`src/rtl/rr_arbiter_pkg.sv`:
```
// Shared types for the round-robin / fixed-priority arbiter.
//   state_e : arbiter FSM states (IDLE, BUSY)
//   mode_e  : arbitration mode sampled when a grant is issued
package arbiter_pkg;

    typedef enum logic {
        IDLE = 1'b0,
        BUSY = 1'b1
    } state_e;

    typedef enum logic {
        FIXED = 1'b0,   // highest set index wins
        RR    = 1'b1    // lowest set index at/above the rotating pointer wins
    } mode_e;

endpackage

```
`src/rtl/rr_arbiter_if.sv`:
```
// Requester-side bus of the arbiter.
//   master : drives mode, request_vec, done; observes grant outputs
//   slave  : the arbiter itself
//   mode         arbitration mode (FIXED / RR)
//   request_vec  one request bit per requester
//   done         holder releases its grant
//   grant_valid  a grant is held
//   granted_idx  index of the holder (0 when idle)
//   grant_onehot one-hot form of granted_idx (0 when idle)
//   error        last IDLE sample saw no request
//   timeout      one-cycle pulse on a forced release
interface rr_arbiter_if #(parameter int W = 4);
    import arbiter_pkg::*;

    localparam int IW = $clog2(W);

    mode_e          mode;
    logic [W-1:0]   request_vec;
    logic           done;
    logic           grant_valid;
    logic [IW-1:0]  granted_idx;
    logic [W-1:0]   grant_onehot;
    logic           error;
    logic           timeout;

    modport master (
        output mode, request_vec, done,
        input  grant_valid, granted_idx, grant_onehot, error, timeout
    );

    modport slave (
        input  mode, request_vec, done,
        output grant_valid, granted_idx, grant_onehot, error, timeout
    );

endinterface

```
`src/rtl/rr_arbiter_pick.sv`:
```
// Combinational winner selection.
//   request_vec : request bits
//   ptr         : round-robin start position
//   mode        : FIXED -> highest set index, RR -> lowest set index at or
//                 above ptr, wrapping to the lowest set index overall
//   index       : selected requester (0 when nothing is requested)
//   any         : at least one request present
module rr_pick import arbiter_pkg::*; #(
    parameter int W  = 4,
    parameter int IW = $clog2(W)
) (
    input  logic [W-1:0]  request_vec,
    input  logic [IW-1:0] ptr,
    input  mode_e         mode,
    output logic [IW-1:0] index,
    output logic          any
);

    logic          hit_hi;
    logic [IW-1:0] idx_hi;
    logic [IW-1:0] idx_lo;
    logic [IW-1:0] idx_top;

    always_comb begin
        hit_hi  = 1'b0;
        idx_hi  = '0;
        idx_lo  = '0;
        idx_top = '0;
        // Descending scan: the last hit is the lowest index, both overall
        // (wrap candidate) and within the region at/above ptr.
        for (int i = W - 1; i >= 0; i--) begin
            if (request_vec[i]) begin
                idx_lo = IW'(i);
                if (IW'(i) >= ptr) begin
                    idx_hi = IW'(i);
                    hit_hi = 1'b1;
                end
            end
        end
        // Ascending scan: the last hit is the highest index.
        for (int i = 0; i < W; i++) begin
            if (request_vec[i]) idx_top = IW'(i);
        end
        if (mode == FIXED) index = idx_top;
        else               index = hit_hi ? idx_hi : idx_lo;
    end

    assign any = |request_vec;

endmodule

```
`src/rtl/rr_arbiter.sv`:
```
// Single-grant arbiter with fixed-priority and round-robin modes and a
// forced release after MAX_HOLD cycles.
//   clock : rising-edge clock
//   reset : asynchronous, active-high
//   bus   : rr_arbiter_if slave port (requests in, grant state out)
// Every output is a flop; the grant is captured at the IDLE->BUSY edge and
// frozen until done or the hold limit.
module rr_arbiter import arbiter_pkg::*; #(
    parameter int W        = 4,
    parameter int MAX_HOLD = 16
) (
    input  logic        clock,
    input  logic        reset,
    rr_arbiter_if.slave bus
);

    localparam int IW = $clog2(W);
    localparam int CW = $clog2(MAX_HOLD);
    localparam logic [CW-1:0] HOLD_LAST = CW'(MAX_HOLD - 1);
    localparam logic [IW-1:0] IDX_LAST  = IW'(W - 1);

    state_e        state_q, state_d;
    logic [IW-1:0] ptr_q, ptr_d;
    logic [IW-1:0] idx_q, idx_d;
    logic [W-1:0]  oh_q, oh_d;
    logic [CW-1:0] cnt_q, cnt_d;
    logic          vld_q, vld_d;
    logic          err_q, err_d;
    logic          to_q, to_d;

    logic [IW-1:0] pick_idx;
    logic          pick_any;
    logic [IW-1:0] ptr_next;

    rr_pick #(.W(W), .IW(IW)) u_pick (
        .request_vec (bus.request_vec),
        .ptr         (ptr_q),
        .mode        (bus.mode),
        .index       (pick_idx),
        .any         (pick_any)
    );

    // Pointer moves just past the releasing holder (mod W, W need not be 2^n).
    assign ptr_next = (idx_q == IDX_LAST) ? '0 : idx_q + IW'(1);

    always_ff @(posedge clock or posedge reset) begin
        if (reset) begin
            state_q <= IDLE;
            ptr_q   <= '0;
            idx_q   <= '0;
            oh_q    <= '0;
            cnt_q   <= '0;
            vld_q   <= 1'b0;
            err_q   <= 1'b0;
            to_q    <= 1'b0;
        end else begin
            state_q <= state_d;
            ptr_q   <= ptr_d;
            idx_q   <= idx_d;
            oh_q    <= oh_d;
            cnt_q   <= cnt_d;
            vld_q   <= vld_d;
            err_q   <= err_d;
            to_q    <= to_d;
        end
    end

    always_comb begin
        state_d = state_q;
        ptr_d   = ptr_q;
        idx_d   = idx_q;
        oh_d    = oh_q;
        cnt_d   = cnt_q;
        vld_d   = vld_q;
        err_d   = 1'b0;
        to_d    = 1'b0;
        case (state_q)
            IDLE: begin
                if (pick_any) begin
                    state_d = BUSY;
                    idx_d   = pick_idx;
                    oh_d    = W'(1) << pick_idx;
                    cnt_d   = '0;
                    vld_d   = 1'b1;
                end else begin
                    err_d = 1'b1;
                end
            end
            BUSY: begin
                if (bus.done || cnt_q == HOLD_LAST) begin
                    // done on the limit edge is an ordinary release
                    state_d = IDLE;
                    ptr_d   = ptr_next;
                    idx_d   = '0;
                    oh_d    = '0;
                    cnt_d   = '0;
                    vld_d   = 1'b0;
                    to_d    = ~bus.done;
                end else begin
                    cnt_d = cnt_q + CW'(1);
                end
            end
            default: state_d = IDLE;
        endcase
    end

    assign bus.grant_valid  = vld_q;
    assign bus.granted_idx  = idx_q;
    assign bus.grant_onehot = oh_q;
    assign bus.error        = err_q;
    assign bus.timeout      = to_q;

endmodule

```
`src/flat_wrapper.sv`:
```
// flat-port wrapper written by rule: the top's interface ports become plain ports
module rr_arbiter_flat import arbiter_pkg::*;
#(
    parameter int W        = 4,
    parameter int MAX_HOLD = 16
)
  (clock, reset, bus_mode, bus_request_vec, bus_done, bus_grant_valid, bus_granted_idx, bus_grant_onehot, bus_error, bus_timeout);
  rr_arbiter_if #(.W(W)) bus_i ();
  input  logic clock;
  input  logic reset;
  input wire logic [$bits(bus_i.mode)-1:0] bus_mode;
  input wire logic [$bits(bus_i.request_vec)-1:0] bus_request_vec;
  input wire logic [$bits(bus_i.done)-1:0] bus_done;
  output wire logic [$bits(bus_i.grant_valid)-1:0] bus_grant_valid;
  output wire logic [$bits(bus_i.granted_idx)-1:0] bus_granted_idx;
  output wire logic [$bits(bus_i.grant_onehot)-1:0] bus_grant_onehot;
  output wire logic [$bits(bus_i.error)-1:0] bus_error;
  output wire logic [$bits(bus_i.timeout)-1:0] bus_timeout;
  assign bus_i.mode = bus_mode;
  assign bus_i.request_vec = bus_request_vec;
  assign bus_i.done = bus_done;
  assign bus_grant_valid = bus_i.grant_valid;
  assign bus_granted_idx = bus_i.granted_idx;
  assign bus_grant_onehot = bus_i.grant_onehot;
  assign bus_error = bus_i.error;
  assign bus_timeout = bus_i.timeout;
  rr_arbiter #(.W(W), .MAX_HOLD(MAX_HOLD)) u_core (.clock(clock), .reset(reset), .bus(bus_i));
endmodule
```
`config.mk`:
```
export PLATFORM = sky130hd
export DESIGN_NAME = rr_arbiter_flat
export DESIGN_NICKNAME = d
export VERILOG_FILES = /design/src/rtl/rr_arbiter_pkg.sv /design/src/rtl/rr_arbiter_if.sv /design/src/rtl/rr_arbiter_pick.sv /design/src/rtl/rr_arbiter.sv /design/src/flat_wrapper.sv
export SDC_FILE = /design/constraint.sdc
export NUM_CORES = 1
export LEC_CHECK = 0
export ABC_AREA = 1
export BUFFER_PORTS_ARGS = -buffer_cell sky130_fd_sc_hd__buf_4
export CAP_MARGIN = 10
export CORE_UTILIZATION = 56
export CTS_CLUSTER_DIAMETER = 60
export DETAILED_ROUTE_END_ITERATION = 8
export GPL_TIMING_DRIVEN = 0
export PLACE_DENSITY = 0.81
export RECOVER_POWER = 50
export SETUP_SLACK_MARGIN = 0.2
export SKIP_CTS_REPAIR_TIMING = 1
export SLEW_MARGIN = 20
export SYNTH_ARGS = -nofsm -noshare
export SYNTH_HDL_FRONTEND = slang
export SYNTH_SLANG_ARGS = --single-unit
```
`constraint.sdc`:
```
create_clock -name clock -period 2.8 [get_ports clock]
set_input_delay 0.14 -clock clock [delete_from_list [all_inputs] [get_ports clock]]
set_output_delay 0.14 -clock clock [all_outputs]
set_load 0.05 [all_outputs]
```
==> results by group <==
Outcome
  • Status: completed

Placement
  • Placer Congestion: between 0.7 and 0.8
  • Post-place instance area: around 980 um2
  • Port Buf Inserts: 16
  • Hpwl dp: approximately 1300 um

STA
  • Slew @ Worst Pin: 599 ps
  • Unrepaired setup endpoints after global routing: false
  • Fmax: a little over 700 MHz
  • Post-Route Setup TNS: 0 ps
  • Final setup fails: 0
  • Tmin final: approximately 1400 ps
  • Max-slew violation count: 0
  • Fin crit share: 0.498
  • Worst Skew: approximately 2.5 ps
  • Headroom to the max-slew limit: 0.600
  • Final Hold Viols: 0

Global route
  • Largest net degree at the start of global routing: 17
  • Vias in the first global route: around 630
  • First-pass GRT wire length: roughly 2600 um
  • Congestion Overflow GR: 0
  • Initial antenna violation count: 0
  • GRT Overall Usage: 0.239

Yosys
  • Synth Area in Adders: 0.0296
  • Largest family of logic cells by synthesized area: simple AND/OR/NAND/NOR gates
  • Post-Syn Instances: 100
  • Yosys top cell by area: dfrtp_1
  • Post-synth top flop: dfrtp_1
  • Top area cells in the synthesized netlist: dfrtp_1 47%, nand2_1 15%, inv_1 4.0%
  • Mux cell area share after synthesis: 0
  • Commonest cells in the netlist: 33 x nand2_1, 16 x dfrtp_1, 9 x inv_1
  • Post-Synthesis Net Count: 110
  • Mean post-synth cell area: roughly 8.4 um2
  • EDFF count, synth: 0
  • XOR/XNOR Fraction of Synth Area: 0.0207
  • Cell Area, Synth: around 840 um2
  • Post-synthesis sequential area ratio: 0.474
  • Cell with the most instances after synthesis: nand2_1
  • Synthesized flop and latch total: 16
  • Simple-Gate Fraction of Synth Area: 0.307
  • Complex-gate fraction of the synthesized area: 0.116
  • Cell variety after synth: 21
  • Post-synth top area share: 0.474
  • YS warnings: 0
  • Ys async rst share: 1.00

Worst setup path
  • Delay of the slowest critical-path stage: 420 ps
  • CP max stage cell: dfrtp_1
  • Req. time, crit path: 3020 ps
  • WP data arrival: between 1500 and 2000 ps
  • Delay-heaviest family, CP: simple AND/OR/NAND/NOR gates
  • Critical path class: flop to flop
  • Crit-path most repeated cell: nand2_1
  • Buffers & Inverters on Critical Path: 1
  • Crit path cell chain: ha_1 > nand3_1 > nand2_1 > inv_2 > nand2_2 > o21ai_4 > nand2_1 > nand2_1
  • Crit path launch type: flop
  • Critical-path maximum fanout: 7
  • Critical Path End Type: flop

CTS
  • Reg clk slew, reported paths: about 90 ps
  • CTS root buf: clkbuf_4
  • Htree depth: 1
  • CTS tree: done
  • Total CTS buffers: 3
  • Clock Sink Count: 16
  • Clk buf depth: 2
  • Worst-Skew Late Latency: roughly 280 ps

Power and ir drop
  • Power Density: 947 mW/mm2
  • VDD IR-drop max: 0.668 mV
  • LEAKAGE: 0.544 nW

Route
  • WL met3: 67 um
  • Post-route ant nets: 0
  • Via count: 696
  • TritonRoute pass-1 iters: 4
  • DRC violations left: 0
  • Wire per inst: 12.5 um
  • Drt total wl: 1700 um
  • Highest metal used: met4
  • Wire length on met2: ~830 um
  • Initial drt markers: 16
  • Avg Vias per Cell: a little over 5
  • Wl on met1: 797 um

Floorplanning
  • Io pins: 17
  • DIE AREA: ~0.0017 mm2
  • Chip width: between 40 and 50 um
  • Core Area: roughly 0.0014 mm2
  • Chip Height: 40.8 um
  • Std-Cell Rows: 13
  • Initial Util: 0.626

Final layout
  • Final Instance Area: just over 0.001 mm2
  • # diodes: 0
  • Synthesis-to-layout area growth: 20.1%
  • Nets: between 100 and 150
  • Fraction of layout cells with a size suffix above 1: 0.264
  • Core Util, Final: 0.752

Job
  • # Max-Cap Violations: 0

Min path
  • Class of the worst hold path: input pin to flop
-- routing by layer --
layer,GRT usage,vias to the layer above
met3,0.0435,2
li1,-,354
met2,0.418,15
met1,0.289,325
met5,0,-
met4,0.0833,0
-- logic make-up (layout without fill, tap and decap cells) --
group | Yosys count | in the layout
xor gates and xnor gates | 2 | 2
AOI/OAI and AO/OA | 13 | 13
buffers and inverters | 12 | 33
DFF | 16 | 16
adders and majority gates | 2 | 2
and+or+nand+nor | 55 | 55
-- flip-flops by register name, summed over array words and instances, names as in the netlist --
| register | flops |
|---|---|
| u_core.bus.error | 1 |
| u_core.bus.grant_onehot | 4 |
| u_core.bus.grant_valid | 1 |
| u_core.bus.granted_idx | 2 |
| u_core.bus.timeout | 1 |
| u_core.cnt_q | 4 |
| u_core.ptr_q | 2 |
| u_core.state_q | 1 |
-- power breakdown --
group | switching, W | total, W | leakage [nW] | internal [W]
registers | 0.0000663 | 0.000368 | 0.209 | 0.000302
clock network | 0.0000712 | 0.000150 | 0.0210 | 0.0000791
logic | 0.000306 | 0.000443 | 0.314 | 0.000137
total | 0.000444 | 0.000961 | 0.544 | 0.000517
-- worst min-delay path, stage by stage --
cell and delay [ps]:
buf_4 80, inv_1 40, nand2_1 70, nor2_1 40
-- layout make-up --
class                   count  area (um2)
inverters                  12        45.0
well taps                  15        18.8
repair buffers             17         123
flip-flops and latches     16         400
clock buffers               4        36.3
multi-input cells          72         392
fillers                   107         335
-- worst paths after layout --
kind	from	to	slack [ps]	depth (start not counted)
worst max register to register	u_core.cnt_q[0]	u_core.bus.grant_onehot[2]	1410	8
worst max-delay path	u_core.cnt_q[0]	u_core.bus.grant_onehot[2]	1410	8
min in group asynchronous	reset	u_core.ptr_q[0]	480	3
worst min-delay path	bus_done	u_core.bus.timeout	120	4
max in group asynchronous	reset	u_core.bus.grant_onehot[0]	1930	3
worst min register to register	u_core.bus.grant_onehot[1]	u_core.bus.grant_onehot[1]	490	2
-- cell usage in the layout (no fill, tap or decap), types with 3 or more instances in the layout --
master / netlist / layout
dfrtp_1: 16 / 16
nor2_1: 8 / 9
nand3_1: 3 / 3
nand3_2: 3 / 3
inv_1: 9 / 9
nand2_1: 33 / 33
o21ai_0: 3 / 3
o21ai_1: 5 / 5
buf_4: 0 / 13
nor2_2: 3 / 3
clkbuf_4: 0 / 4
inv_2: 3 / 3
-- stage by stage --
stage | setup slack [ps] | hold slack (ps) | instances | total power (W)
floorplan | 1580 | 53.7 | 100 | 0.000688
global placement | 1490 | 236 | 131 | 0.000805
CTS | 1400 | -71.6 | 135 | 0.000974
global route | 1340 | 125 | 136 | 0.00102
finish | 1410 | 115 | 136 | 0.000961
detailed placement | 1430 | 246 | 131 | 0.000820
Note: power is estimated with default switching activity, not from simulation.
